==> src/rtl/llr_pair_scaler.sv <==
// rtl/llr_pair_scaler.sv - scales a strobed RE pair by a noise factor into four saturated soft values
// One shared multiplier walks the four samples over four CALC cycles; one packed word per strobe.
module llr_pair_scaler #(
    parameter int LLR_W = 8,
    parameter int SHIFT = 12
) (
    input  logic        i_core_clk,
    input  logic        i_rx_rstn,
    input  logic        i_start,
    input  logic [15:0] i_cur_user_re_amounts,
    input  logic        i_data_strobe,
    input  logic [15:0] i_re0_data_i,
    input  logic [15:0] i_re0_data_q,
    input  logic [15:0] i_re1_data_i,
    input  logic [15:0] i_re1_data_q,
    input  logic [15:0] i_noise_data,
    output logic        o_llr_valid,
    output logic [31:0] o_llr_data,
    output logic        o_llr_last,
    output logic        o_done,
    output logic        o_busy,
    output logic        o_overrun
);

    localparam logic [1:0] S_IDLE = 2'd0;
    localparam logic [1:0] S_WAIT = 2'd1;
    localparam logic [1:0] S_CALC = 2'd2;
    localparam logic [1:0] S_OUT  = 2'd3;

    localparam logic signed [33:0] ROUND  = 34'sd1 <<< (SHIFT - 1);
    localparam logic signed [33:0] SAT_HI = (34'sd1 <<< (LLR_W - 1)) - 34'sd1;
    localparam logic signed [33:0] SAT_LO = -SAT_HI;

    logic [1:0]             state_q, state_d;
    logic [1:0]             idx_q, idx_d;
    logic [15:0]            amounts_q, amounts_d;
    logic [16:0]            re_cnt_q, re_cnt_d;
    logic                   overrun_q, overrun_d;
    logic                   started_q, started_d;
    logic                   zero_done_q, zero_done_d;
    logic [3:0][15:0]       smp_q, smp_d;
    logic [15:0]            noise_q, noise_d;
    logic [2:0][LLR_W-1:0]  part_q, part_d;
    logic [31:0]            data_q, data_d;

    logic                   latch;
    logic                   last_word;
    logic                   odd_tail;
    logic signed [15:0]     smp_sel;
    logic signed [32:0]     prod;
    logic signed [33:0]     biased;
    logic signed [33:0]     shifted;
    logic [LLR_W-1:0]       sat_val;
    logic [LLR_W-1:0]       llr_val;

    assign last_word = (re_cnt_q + 17'd2) >= {1'b0, amounts_q};
    assign odd_tail  = (re_cnt_q + 17'd1) == {1'b0, amounts_q};

    // Noise is unsigned, so it enters the signed multiply with a zero sign bit.
    assign smp_sel = $signed(smp_q[idx_q]);
    assign prod    = smp_sel * $signed({1'b0, noise_q});
    assign biased  = {prod[32], prod} + ROUND;
    assign shifted = biased >>> SHIFT;

    always_comb begin
        if (shifted > SAT_HI) begin
            sat_val = SAT_HI[LLR_W-1:0];
        end else if (shifted < SAT_LO) begin
            sat_val = SAT_LO[LLR_W-1:0];
        end else begin
            sat_val = shifted[LLR_W-1:0];
        end
    end

    // An odd allocation ends on a half-filled pair: the RE1 lanes of that word are blanked.
    assign llr_val = (odd_tail && idx_q[1]) ? '0 : sat_val;

    always_comb begin
        state_d     = state_q;
        idx_d       = idx_q;
        amounts_d   = amounts_q;
        re_cnt_d    = re_cnt_q;
        overrun_d   = overrun_q;
        started_d   = started_q;
        zero_done_d = 1'b0;
        smp_d       = smp_q;
        noise_d     = noise_q;
        part_d      = part_q;
        data_d      = data_q;
        latch       = 1'b0;

        if (i_start) begin
            amounts_d = i_cur_user_re_amounts;
            re_cnt_d  = '0;
            overrun_d = 1'b0;
            started_d = 1'b1;
            idx_d     = '0;
            if (i_cur_user_re_amounts == 16'd0) begin
                state_d     = S_IDLE;
                zero_done_d = 1'b1;
            end else begin
                state_d = S_WAIT;
            end
        end else begin
            case (state_q)
                S_IDLE: begin
                    if (i_data_strobe && started_q) begin
                        overrun_d = 1'b1;
                    end
                end
                S_WAIT: begin
                    latch = i_data_strobe;
                end
                S_CALC: begin
                    if (i_data_strobe) begin
                        overrun_d = 1'b1;
                    end
                    idx_d = idx_q + 2'd1;
                    case (idx_q)
                        2'd0: part_d[0] = llr_val;
                        2'd1: part_d[1] = llr_val;
                        2'd2: part_d[2] = llr_val;
                        default: begin
                            data_d  = {llr_val, part_q[2], part_q[1], part_q[0]};
                            state_d = S_OUT;
                        end
                    endcase
                end
                default: begin
                    re_cnt_d = re_cnt_q + 17'd2;
                    if (last_word) begin
                        state_d = S_IDLE;
                    end else if (i_data_strobe) begin
                        latch = 1'b1;
                    end else begin
                        state_d = S_WAIT;
                    end
                end
            endcase

            if (latch) begin
                smp_d   = {i_re1_data_q, i_re1_data_i, i_re0_data_q, i_re0_data_i};
                noise_d = i_noise_data;
                idx_d   = '0;
                state_d = S_CALC;
            end
        end
    end

    always_ff @(posedge i_core_clk or negedge i_rx_rstn) begin
        if (!i_rx_rstn) begin
            state_q     <= S_IDLE;
            idx_q       <= '0;
            amounts_q   <= '0;
            re_cnt_q    <= '0;
            overrun_q   <= 1'b0;
            started_q   <= 1'b0;
            zero_done_q <= 1'b0;
            smp_q       <= '0;
            noise_q     <= '0;
            part_q      <= '0;
            data_q      <= '0;
        end else begin
            state_q     <= state_d;
            idx_q       <= idx_d;
            amounts_q   <= amounts_d;
            re_cnt_q    <= re_cnt_d;
            overrun_q   <= overrun_d;
            started_q   <= started_d;
            zero_done_q <= zero_done_d;
            smp_q       <= smp_d;
            noise_q     <= noise_d;
            part_q      <= part_d;
            data_q      <= data_d;
        end
    end

    // A start arriving in OUT aborts the word in the same cycle, hence the combinational gate.
    assign o_llr_valid = (state_q == S_OUT) && !i_start;
    assign o_llr_last  = o_llr_valid && last_word;
    assign o_done      = o_llr_last || zero_done_q;
    assign o_busy      = state_q != S_IDLE;
    assign o_overrun   = overrun_q;
    assign o_llr_data  = data_q;

endmodule
==> config.mk <==
export PLATFORM = sky130hd
export DESIGN_NAME = llr_pair_scaler
export DESIGN_NICKNAME = d
export VERILOG_FILES = /design/src/rtl/llr_pair_scaler.sv
export SDC_FILE = /design/constraint.sdc
export NUM_CORES = 1
export LEC_CHECK = 0
export ABC_CLOCK_PERIOD_IN_PS = 7680
export CAP_MARGIN = 30
export CORE_UTILIZATION = 32
export CTS_BUF_LIST = sky130_fd_sc_hd__clkbuf_8
export DETAILED_ROUTE_END_ITERATION = 6
export SETUP_SLACK_MARGIN = 0.15
export SYNTH_ARGS = -nofsm -noshare
export SYNTH_HDL_FRONTEND = slang
export SYNTH_SLANG_ARGS = --single-unit
==> constraint.sdc <==
create_clock -name i_core_clk -period 7.68 [get_ports i_core_clk]
set_clock_uncertainty 0.05 [all_clocks]
set_input_delay 1.152 -clock i_core_clk [delete_from_list [all_inputs] [get_ports i_core_clk]]
set_output_delay 1.152 -clock i_core_clk [all_outputs]
set_load 0.1 [all_outputs]
# Yosys cells after proc, flatten, opt, wreduce, memory -nomap -nowiden
# Index checks and enable logic that the tools add are counted.
# op_classes
n_bitwise	2
n_mul	1
n_reduce_logical	23
eq_ne	12
magnitude_cmp	4
addsub	4
n_mux	27
# op_table
operator	count
adder 33 x 13 -> 34 bit, second input constant	1
2-to-1 mux 17 bit	2
multiplier 16 x 17 -> 33 bit	1
binary-select mux 16 bit (select 2 bit)	1
2-to-1 mux 8 bit	3
greater-than comparator 22 x 8 -> 1 bit, second input constant	1
< comparator 22 x 8 -> 1 bit, second input constant	1
AND reduction 3 bit	6
adder 17 x 1 -> 17 bit, second input constant	1
adder 17 x 2 -> 17 bit, second input constant	1
== test 17 x 16 -> 1 bit	1
>= comparator 17 x 16 -> 1 bit	1
zero test 16 bit	1
2-to-1 mux 16 bit	1
2-to-1 mux 2 bit	8
2-to-1 mux 1 bit	9
== test 2 bit, second input constant	3
!= test 3 bit, second input constant	2
nonzero test 3 bit	2
OR reduction 3 bit	2
!= test 5 x 2 -> 1 bit, second input constant	1
== test 2 x 1 -> 1 bit, second input constant	2
logical AND 1 bit	4
zero test 2 bit	2
other kinds (13)	16
# totals
reg_bits	176
input_bits	100
wordCells	89
out_inout_bits	37

# Depth between registers and ports, before layout
# Gate-level depths: netlist of run 1.
# logic_depth
depth_word	8
ltp_mapped	29

# Worst setup path after synthesis of run 1
# Ideal clock, no wire load.
# synth_path
kind	register to register
from	register idx_q[0]
to	register data_q[24] (netlist: o_llr_data[24])
arrival_ns	8.146
n_path_buf	3
stages_incl_launch_ff	27
setup_ns	0.132
required_time_ns	7.498
setup_slack_ns	-0.648
cell_sequence	dfrtp_1 > buf_1 > clkbuf_1 > inv_1 > o21ai_1 > clkbuf_1 > nor2_1 > fa_1 > fa_1 > fa_1 > fa_1 > fa_1 > inv_1 > fa_1 > inv_1 > ha_1 > nand2_1 > nor4_1 > nand2_1 > o211ai_1 > a31oi_4 > xnor2_1 > or4_1 > nor3_2 > nand3_1 > o32ai_2 > o21ai_1
# synth_via
elab_chain_cells	8
# synth_lines
element	line_no	source
from (decl)	35	logic [1:0] idx_q, idx_d;
from (signal assigned)	165	idx_q <= idx_d;
binary-select mux 16 bit (select 2 bit)	60	assign smp_sel = $signed(smp_q[idx_q]);
2-to-1 mux 16 bit (implied by the code)	60	
multiplier 16 x 17 -> 33 bit	61	assign prod = smp_sel * $signed({1'b0, noise_q});
adder 33 x 13 -> 34 bit	62	assign biased = {prod[32], prod} + ROUND;
< comparator 22 x 8 -> 1 bit	68	end else if (shifted < SAT_LO) begin
2-to-1 mux 8 bit	68	
2-to-1 mux 8 bit	66	if (shifted > SAT_HI) begin
2-to-1 mux 8 bit	76	assign llr_val = (odd_tail && idx_q[1]) ? '0 : sat_val;
to (signal assigned)	174	data_q <= data_d;
to (decl)	44	logic [31:0] data_q, data_d;
# Several ways; a longest one is shown, not always the timed one. The select of a mux whose other input is x is not followed.
# A chain may end at the register's enable or synchronous reset.

# Worst setup path in the final report of run 1
# layout_path
from	register idx_q[0]
to	register part_q[14] (netlist name)
# layout_via
elab_chain_cells	8
# layout_lines
element	line_no	source
binary-select mux 16 bit (select 2 bit)	60	
2-to-1 mux 16 bit (implied by the code)	60	
multiplier 16 x 17 -> 33 bit	61	
adder 33 x 13 -> 34 bit	62	
< comparator 22 x 8 -> 1 bit	68	
2-to-1 mux 8 bit	68	
2-to-1 mux 8 bit	66	
2-to-1 mux 8 bit	76	
to (signal assigned)	173	part_q <= part_d;
to (decl)	43	logic [2:0][LLR_W-1:0] part_q, part_d;
# Several ways; a longest one is shown, not always the timed one. The select of a mux whose other input is x is not followed.

==> results of run 1 <==
-- final cells by class --
type | instances | area [µm²] | area share [%]
multi-input cells | 1268 | 12300 | 56.3
clock buffers | 18 | 248 | 1.13
flip-flops and latches | 175 | 4380 | 20.0
clock inverters | 14 | 169 | 0.773
repair buffers | 310 | 2890 | 13.2
well taps | 688 | 861 | 3.94
inverters | 264 | 995 | 4.55
-- worst max-delay path: cells and delay by family (launching register included) --
family                   cells  cell delay, ns
XOR/XNOR                     1            0.13
AND/OR/NAND/NOR              4            1.16
buffers and inverters        6            0.48
flip-flops                   1            0.40
AO/OA/AOI/OAI                7            1.39
adder cells (fa/ha/maj)      7            3.31
multiplexers                 1            0.63
-- metal layers --
layer | vias to the layer above | share of wire [%] | wire length, µm
met4 | 2 | 2.3 | 1110
met1 | 6795 | 43 | 20400
met2 | 279 | 50 | 23600
met5 | - | 0.025 | 12
met3 | 89 | 4.7 | 2240
li1 | 6202 | - | -
-- worst max path at each step --
| stage | start | end | slack (ns) | cells past startpoint |
|---|---|---|---|---|
| after floorplan | idx_q[0] | o_llr_data[24] | 0.17 | 26 |
| after detailed placement | idx_q[0] | o_llr_data[28] | -0.36 | 27 |
| final | idx_q[0] | part_q[14] | -0.04 | 26 |
| after global routing | idx_q[0] | part_q[20] | -0.28 | 26 |
| after CTS | idx_q[0] | part_q[0] | 0.05 | 28 |
| after global placement | idx_q[0] | part_q[6] | -0.26 | 27 |
-- state kept, by name, indices dropped and copies added (netlist names) --
register	cells
re_cnt_q	16
state_q	2
zero_done_q	1
started_q	1
amounts_q	16
part_q	24
idx_q	2
o_overrun	1
smp_q	64
o_llr_data	32
noise_q	16
-- logic make-up after synthesis --
group | count (synthesis)
and+or+nand+nor | 595
buffers and inverters | 340
adders and majority gates | 334
DFF | 175
xor gates and xnor gates | 61
AOI/OAI and AO/OA | 173
muxes | 101
-- Yosys cell counts, drive strengths merged (11+ instances only) --
| cell type | count |
|---|---|
| clkbuf | 58 |
| mux2 | 84 |
| nor2 | 88 |
| nor3 | 14 |
| xnor2 | 23 |
| a21oi | 43 |
| inv | 264 |
| ha | 140 |
| xor2 | 38 |
| buf | 18 |
| a21o | 11 |
| nand3 | 25 |
| a211oi | 25 |
| dfrtp | 175 |
| nand2 | 284 |
| and2 | 120 |
| nand4 | 14 |
| mux4 | 14 |
| o21ai | 49 |
| nor4 | 12 |
| fa | 194 |
-- per-stage QoR --
stage / cell area, µm² / setup slack, ns / util, % / hold WS [ns]
after floorplan: 17100 / 0.168 / - / 0.388
final: 21800 / -0.0418 / 41.5 / 0.429
after CTS: 21600 / 0.0546 / 41.1 / 0.401
after global routing: 21800 / -0.285 / 41.5 / 0.426
after global placement: 20100 / -0.261 / 38.2 / 0.404
after detailed placement: 20200 / -0.364 / 38.3 / 0.405
-- cells in the final DEF, fill, tap and decap left out, drive strengths merged, types with 5 or more instances in the layout --
master         synthesis  layout
a31oi                  9       9
fa                   194     194
nor2b                  5       5
nor4                  12      12
ha                   140     140
a21o                  11      11
a21oi                 43      43
nand2                284     284
clkbuf                58      18
nor2                  88      88
o21a                   7       7
xor2                  38      38
nor3                  14      14
nand4                 14      14
and3                   5       5
clkinv                 0       5
dfrtp                175     175
inv                  264     271
buf                   18     176
o21bai                 5       5
or2                   10      10
and2                 120     120
clkdlybuf4s50          0     134
mux2                  84      84
xnor2                 23      23
o21ai                 49      49
nand3                 25      25
nand2b                 5       5
a211oi                25      25
mux4                  14      18
-- repair_timing --
item	CTS	global route
setup endpoints to repair	32	32
pin swaps	92	20
resized for setup	171	27
gates cloned	4	0
setup buffers	28	7
==> flow_metrics.tcl, run 1 <==
set metrics [dict create \
    diodes 0 \
    synth_top_area_share_pct 25.6 \
    synth_xor_area_share_pct 3.12 \
    synth-edff-count 0 \
    avgSynthCellArea_um2 9.61 \
    r2r_end "part_q[14]" \
    crit_required_ns 8.05 \
    fill_cells 5055 \
    die_h_um 233 \
    yosysUniqueCellTypes 68 \
    hp-class "primary input to asynchronous set/reset pin" \
    fp.dieArea_mm2 0.0544 \
    cts_hold_buf 0 \
    synth-seq-cells 175 \
    io_pins 137 \
    async_flop_share_pct 100 \
    cts.path.max_buffers 2 \
    r2r_start "idx_q[0]" \
    drive_gt1_share_pct 22.7 \
    num_rows 84 \
    yosysWarnings 0 \
    met1_usage_pct 23.5 \
    critPathCaptureType "register" \
    path_class "register to register" \
    placedCellCount 2664 \
    synth_fp_nets 2213 \
    cts-htree-levels 4 \
    synth_area_leaders "dfrtp_1 (26%), fa_1 (23%), ha_1 (10%)" \
    insertion_delay_ns 0.56 \
    finalMaxSlewViolations 0 \
    violations "negative setup slack" \
    cts_root_buffer "clkbuf_8" \
    synth-adder-area-share_pct 33.0 \
    place.gp.congestion 0.879 \
    min_period_ns 7.72 \
    portBuffers 136 \
    cpMostUsedCell "fa_1" \
    postSynthCellCount 1779 \
    synth_compound_area_share_pct 6.92 \
    syn_to_final_growth_pct 27.8 \
    grt_max_degree 73 \
    first_pass_iters 5 \
    cap_violations 0 \
    setup_slack_ns -0.0418 \
    met2_usage_pct 31.3 \
    start_util_pct 32.5 \
    post-dp-hpwl_um 36000 \
    drt_first_iter_violations 682 \
    status "finished with violations" \
    clk_pin_slew_ns 0.10 \
    finalSetupViolCount 23 \
    vias 13400 \
    routed_wirelength_um 47400 \
    clock-sinks 175 \
    drc 0 \
    groute.usage.overall_pct 18.5 \
    fin_crit_sh_pct 101 \
    rsz0062_at_grt "yes" \
    antenna_found_initial 1 \
    cp_slowest_cell "mux4_2" \
    ys.flop_type "dfrtp_1" \
    busiest_layer "met2" \
    critical_path_arrival_ns 8.10 \
    die_w_um 233 \
    fmax_mhz 130 \
    routed_via_density 4.88 \
    layoutNonFillerInstCount 2737 \
    r2r_cells 26 \
    yosysTopAreaCell "dfrtp_1" \
    numCtsBuffers 17 \
    grt_use_met3_pct 3.72 \
    cp_slowest_stage_delay_ns 0.63 \
    grt_overflow 0 \
    slew_headroom_pct 32.6 \
    syn_area_mm2 0.0171 \
    synth_top_family_by_area "adder cells" \
    tns_ns -0.590 \
    crit_path_start_kind "register" \
    path_max_fanout 7 \
    core_area_mm2 0.0527 \
    ff2ff_setup_slack_ns -0.04 \
    final_hold_viol_count 0 \
    cts_tree "yes" \
    synthSimpleGateAreaFrac_pct 16.3 \
    grt_pass1_vias 14600 \
    grt_first_pass_wirelength_um 77600 \
    nNetsFinal 2470 \
    tightestPinTransition_ns 1.01 \
    seq_area_frac_synth_pct 25.6 \
    avgRoutedWirePerCell_um 17.3 \
    ant_nets 0 \
    synthMuxAreaShare_pct 7.55 \
]
Power of run 1 is not shown: default switching activity piles up to over one toggle a cycle in this logic, so the estimate is an artifact.
==> run 2, diff against run 1 <==
--- a/config.mk
+++ b/config.mk
@@ -9,8 +9,9 @@
 export CAP_MARGIN = 30
 export CORE_UTILIZATION = 32
 export CTS_BUF_LIST = sky130_fd_sc_hd__clkbuf_8
+export CTS_CLUSTER_DIAMETER = 120
 export DETAILED_ROUTE_END_ITERATION = 6
-export SETUP_SLACK_MARGIN = 0.15
+export SETUP_SLACK_MARGIN = 0.02
 export SYNTH_ARGS = -nofsm -noshare
 export SYNTH_HDL_FRONTEND = slang
 export SYNTH_SLANG_ARGS = --single-unit
==> flow_metrics.tcl, run 2 (same netlist as run 1, synthesis figures left out) <==
set metrics [dict create \
    grt_pass1_vias 14300 \
    clk_pin_slew_ns 0.10 \
    violations "negative setup slack" \
    post-dp-hpwl_um 36200 \
    die_w_um 233 \
    portBuffers 136 \
    crit_path_start_kind "register" \
    cts.path.max_buffers 2 \
    cts_tree "yes" \
    cts-htree-levels 4 \
    diodes 0 \
    core_area_mm2 0.0527 \
    path_max_fanout 6 \
    final_hold_viol_count 0 \
    min_period_ns 7.79 \
    regMostFlops "smp_q" \
    cp_slowest_cell "mux4_2" \
    drt_first_iter_violations 797 \
    fmax_mhz 128 \
    status "finished with violations" \
    cts_root_buffer "clkbuf_8" \
    setup_slack_ns -0.108 \
    final_cell_mix "nand2_1 (271), inv_1 (255), fa_1 (181)" \
    cpMostUsedCell "fa_1" \
    hp-class "register to register" \
    grt_first_pass_wirelength_um 76200 \
    drive_gt1_share_pct 22.7 \
    first_pass_iters 7 \
    slew_headroom_pct 33.8 \
    fp.dieArea_mm2 0.0544 \
    grt_overflow 0 \
    die_h_um 233 \
    tightestPinTransition_ns 0.990 \
    fin_crit_sh_pct 101 \
    finalSetupViolCount 28 \
    groute.usage.overall_pct 18.1 \
    numCtsBuffers 17 \
    antenna_found_initial 0 \
    nNetsFinal 2455 \
    final_util_pct 41.5 \
    avgRoutedWirePerCell_um 17.4 \
    ant_nets 0 \
    syn_to_final_growth_pct 27.8 \
    whs_ns 0.428 \
    place.gp.congestion 0.897 \
    path_class "register to register" \
    rsz0062_at_grt "yes" \
    drc 0 \
    finalMaxSlewViolations 0 \
    insertion_delay_ns 0.55 \
    final_common_cell "nand2_1" \
    critPathCaptureType "register" \
    cap_violations 0 \
    grt_max_degree 72 \
    routed_via_density 4.91 \
    clock-sinks 175 \
    cts_hold_buf 0 \
    cp_slowest_stage_delay_ns 0.65 \
    num_rows 84 \
    largest_reg_flops 64 \
    ff2ff_setup_slack_ns -0.11 \
    crit_required_ns 8.04 \
    critical_path_arrival_ns 8.15 \
    vias 13400 \
    io_pins 137 \
    start_util_pct 32.5 \
    routed_wirelength_um 47400 \
]
[run 2: cell types whose count changed in the layout (fill, tap and decap cells not counted), sizes merged]
cell / previous run / this run
buf: 176 / 162
mux4: 18 / 17
inv: 271 / 268
bufinv: 1 / 4
[run 2: cell type report]
| class | instances | area, µm² |
|---|---|---|
| Clock buffer | 18 | 248 |
| Multi-Input combinational cell | 1267 | 12400 |
| Timing Repair Buffer | 296 | 2760 |
| Sequential cell | 175 | 4380 |
| Inverter | 264 | 991 |
| Tap cell | 688 | 861 |
| Fill cell | 5057 | 30800 |
| Clock inverter | 14 | 226 |
[run 2: path summary, 6_finish.rpt]
| path | from | end | depth (start not counted) |
|---|---|---|---|
| max | idx_q[0] | part_q[21] | 28 |
| min | part_q[2] | o_llr_data[2] | 2 |
| max reg2reg | idx_q[0] | part_q[21] | 28 |
| min reg2reg | part_q[2] | o_llr_data[2] | 2 |
| max in group asynchronous | i_rx_rstn | o_llr_data[6] | 2 |
| min in group asynchronous | i_rx_rstn | smp_q[45] | 1 |
[run 2: metal layers]
layer	up-vias	track usage, %	part of all wire (%)
li1	6170	-	-
met1	6775	24.0	44
met2	342	29.3	48
met3	69	3.85	5.5
met4	0	5.58	2.1
met5	-	0	0
[run 2: through the flow]
stage                     setup TNS, ns  instances  area [µm²]  setup WS [ns]
after floorplan                       0       1779       17100         0.0248
after global placement            -6.08       2656       20100         -0.288
after detailed placement          -7.83       2657       20100         -0.362
after CTS                             0       2714       21500         0.0200
after global routing              -7.94       2722       21800         -0.342
final                             -1.78       2722       21800         -0.108
[run 2: critical path: cells and delay by family, from the launching register on]
kind,cells,cell delay [ns]
fa+ha+maj,7,3.26
simple gates,6,1.22
compound gates,6,1.22
buf+inv,8,0.81
mux,1,0.65
flops,1,0.42
[run 2: repair_timing]
| item | in CTS | in global routing |
|---|---|---|
| setup buffers | 22 | 8 |
| endpoints found under the hold margin | 0 | 0 |
| endpoints found under the setup margin | 28 | 28 |
| cloned | 3 | 0 |
| pin swaps | 99 | 72 |
| resized for setup | 141 | 69 |
Power of run 2 is left out for the same reason.
==> run 3, diff against run 2 <==
--- a/config.mk
+++ b/config.mk
@@ -11,6 +11,7 @@
 export CTS_BUF_LIST = sky130_fd_sc_hd__clkbuf_8
 export CTS_CLUSTER_DIAMETER = 120
 export DETAILED_ROUTE_END_ITERATION = 6
+export GPL_TIMING_DRIVEN = 0
 export SETUP_SLACK_MARGIN = 0.02
 export SYNTH_ARGS = -nofsm -noshare
 export SYNTH_HDL_FRONTEND = slang
==> flow_metrics.tcl, run 3 (same netlist as run 1, synthesis figures left out) <==
set metrics [dict create \
    status "finished with violations" \
    violations "negative setup slack" \
    num_rows 84 \
    syn_to_final_growth_pct 26.5 \
    vias 13500 \
    antenna_found_initial 0 \
    placedCellCount 2605 \
    clock-sinks 175 \
    slew_headroom_pct 33.7 \
    hp-class "register to register" \
    core_area_mm2 0.0527 \
    drive_gt1_share_pct 20.3 \
    finalMaxSlewViolations 0 \
    fin_crit_sh_pct 104 \
    layoutNonFillerInstCount 2712 \
    final_common_cell "nand2_1" \
    critical_path_arrival_ns 8.39 \
    start_util_pct 32.5 \
    grt_overflow 0 \
    final_util_pct 41.1 \
    grt_first_pass_wirelength_um 77300 \
    cts-htree-levels 4 \
    place.gp.congestion 0.908 \
    io_pins 137 \
    die_w_um 233 \
    path_class "register to register" \
    r2r_cells 28 \
    die_h_um 233 \
    routed_wirelength_um 49700 \
    routed_via_density 4.98 \
    final_hold_viol_count 0 \
    finalSetupViolCount 28 \
    nNetsFinal 2444 \
    crit_path_start_kind "register" \
    fp.dieArea_mm2 0.0544 \
    cp_slowest_cell "mux4_2" \
    fmax_mhz 125 \
    crit_required_ns 8.07 \
    min_period_ns 8.01 \
    critPathCaptureType "register" \
    grt_max_degree 123 \
    tns_ns -7.19 \
    preCtsSetupSlack_ns -2.07 \
    numCtsBuffers 17 \
    rsz0062_at_grt "yes" \
    cap_violations 0 \
    setup_slack_ns -0.325 \
    drt_first_iter_violations 869 \
    cts.path.max_buffers 2 \
    cts_root_buffer "clkbuf_8" \
    final_cell_mix "nand2_1 (270), inv_1 (252), fa_1 (189)" \
    cts_tree "yes" \
    drc 0 \
    first_pass_iters 5 \
    largest_reg_flops 64 \
    regMostFlops "smp_q" \
    groute.usage.overall_pct 18.8 \
    post-dp-hpwl_um 37600 \
    path_max_fanout 6 \
    insertion_delay_ns 0.57 \
    ant_nets 0 \
    cp_slowest_stage_delay_ns 0.63 \
    min_delay_path_depth 1 \
    portBuffers 136 \
    grt_pass1_vias 14000 \
    clk_pin_slew_ns 0.10 \
    tightestPinTransition_ns 0.991 \
    cpMostUsedCell "fa_1" \
    avgRoutedWirePerCell_um 18.3 \
    cts_hold_buf 0 \
]
## run 3: cell count changes in the layout (fill, tap and decap cells not counted), sizes merged
cell	change
buf	-54
clkbuf	+45
bufinv	-4
mux4	-3
clkinv	+2
clkdlybuf4s50	+1
clkinvlp	+1
diode	+1
inv	+1
## run 3: final timing paths
check | end | slack (ns) | start
setup reg to reg | part_q[16] | -0.33 | idx_q[0]
hold reg to reg | started_q | 0.43 | started_q
setup / recovery | part_q[16] | -0.33 | idx_q[0]
max in group asynchronous | o_llr_data[2] | 6.16 | i_rx_rstn
hold / removal | started_q | 0.43 | started_q
min in group asynchronous | smp_q[13] | 0.45 | i_rx_rstn
## run 3: repair_timing
item	in CTS	in global routing
pin swaps	75	56
cloned	1	0
gates resized for setup	187	109
setup buffers	55	24
setup endpoints to repair	32	28
## run 3: cell type report
type	instances	area [µm²]
Timing Repair Buffer	215	2030
Buffer	73	455
Multi-Input combinational cell	1264	12500
Antenna cell	1	2.50
Clock inverter	14	148
Clock buffer	18	248
Inverter	264	995
Sequential cell	175	4380
Fill cell	5037	31000
Tap cell	688	861
## run 3: metrics by stage
stage	area (µm²)	hold slack (ns)
finish	21600	0.429
global route	21600	0.449
CTS	21000	0.433
detailed placement	19400	0.404
global placement	19300	0.403
floorplan	17100	0.388
## run 3: critical path, delay by kind of cell (launching register included)
family | cells | cell delay [ns]
XOR/XNOR | 1 | 0.14
multiplexers | 1 | 0.63
flip-flops | 1 | 0.42
adder cells (fa/ha/maj) | 7 | 3.10
buffers and inverters | 8 | 1.09
AO/OA/AOI/OAI | 3 | 0.73
AND/OR/NAND/NOR | 8 | 1.72
## run 3: routing by layer
metal | wire length, µm | track usage [%] | part of all wire, %
met4 | 1270 | 6.27 | 2.6
met2 | 24000 | 30.4 | 48
met5 | 0 | 0 | 0
met3 | 3080 | 3.91 | 6.2
met1 | 21400 | 24.8 | 43
Power of run 3 is left out for the same reason.
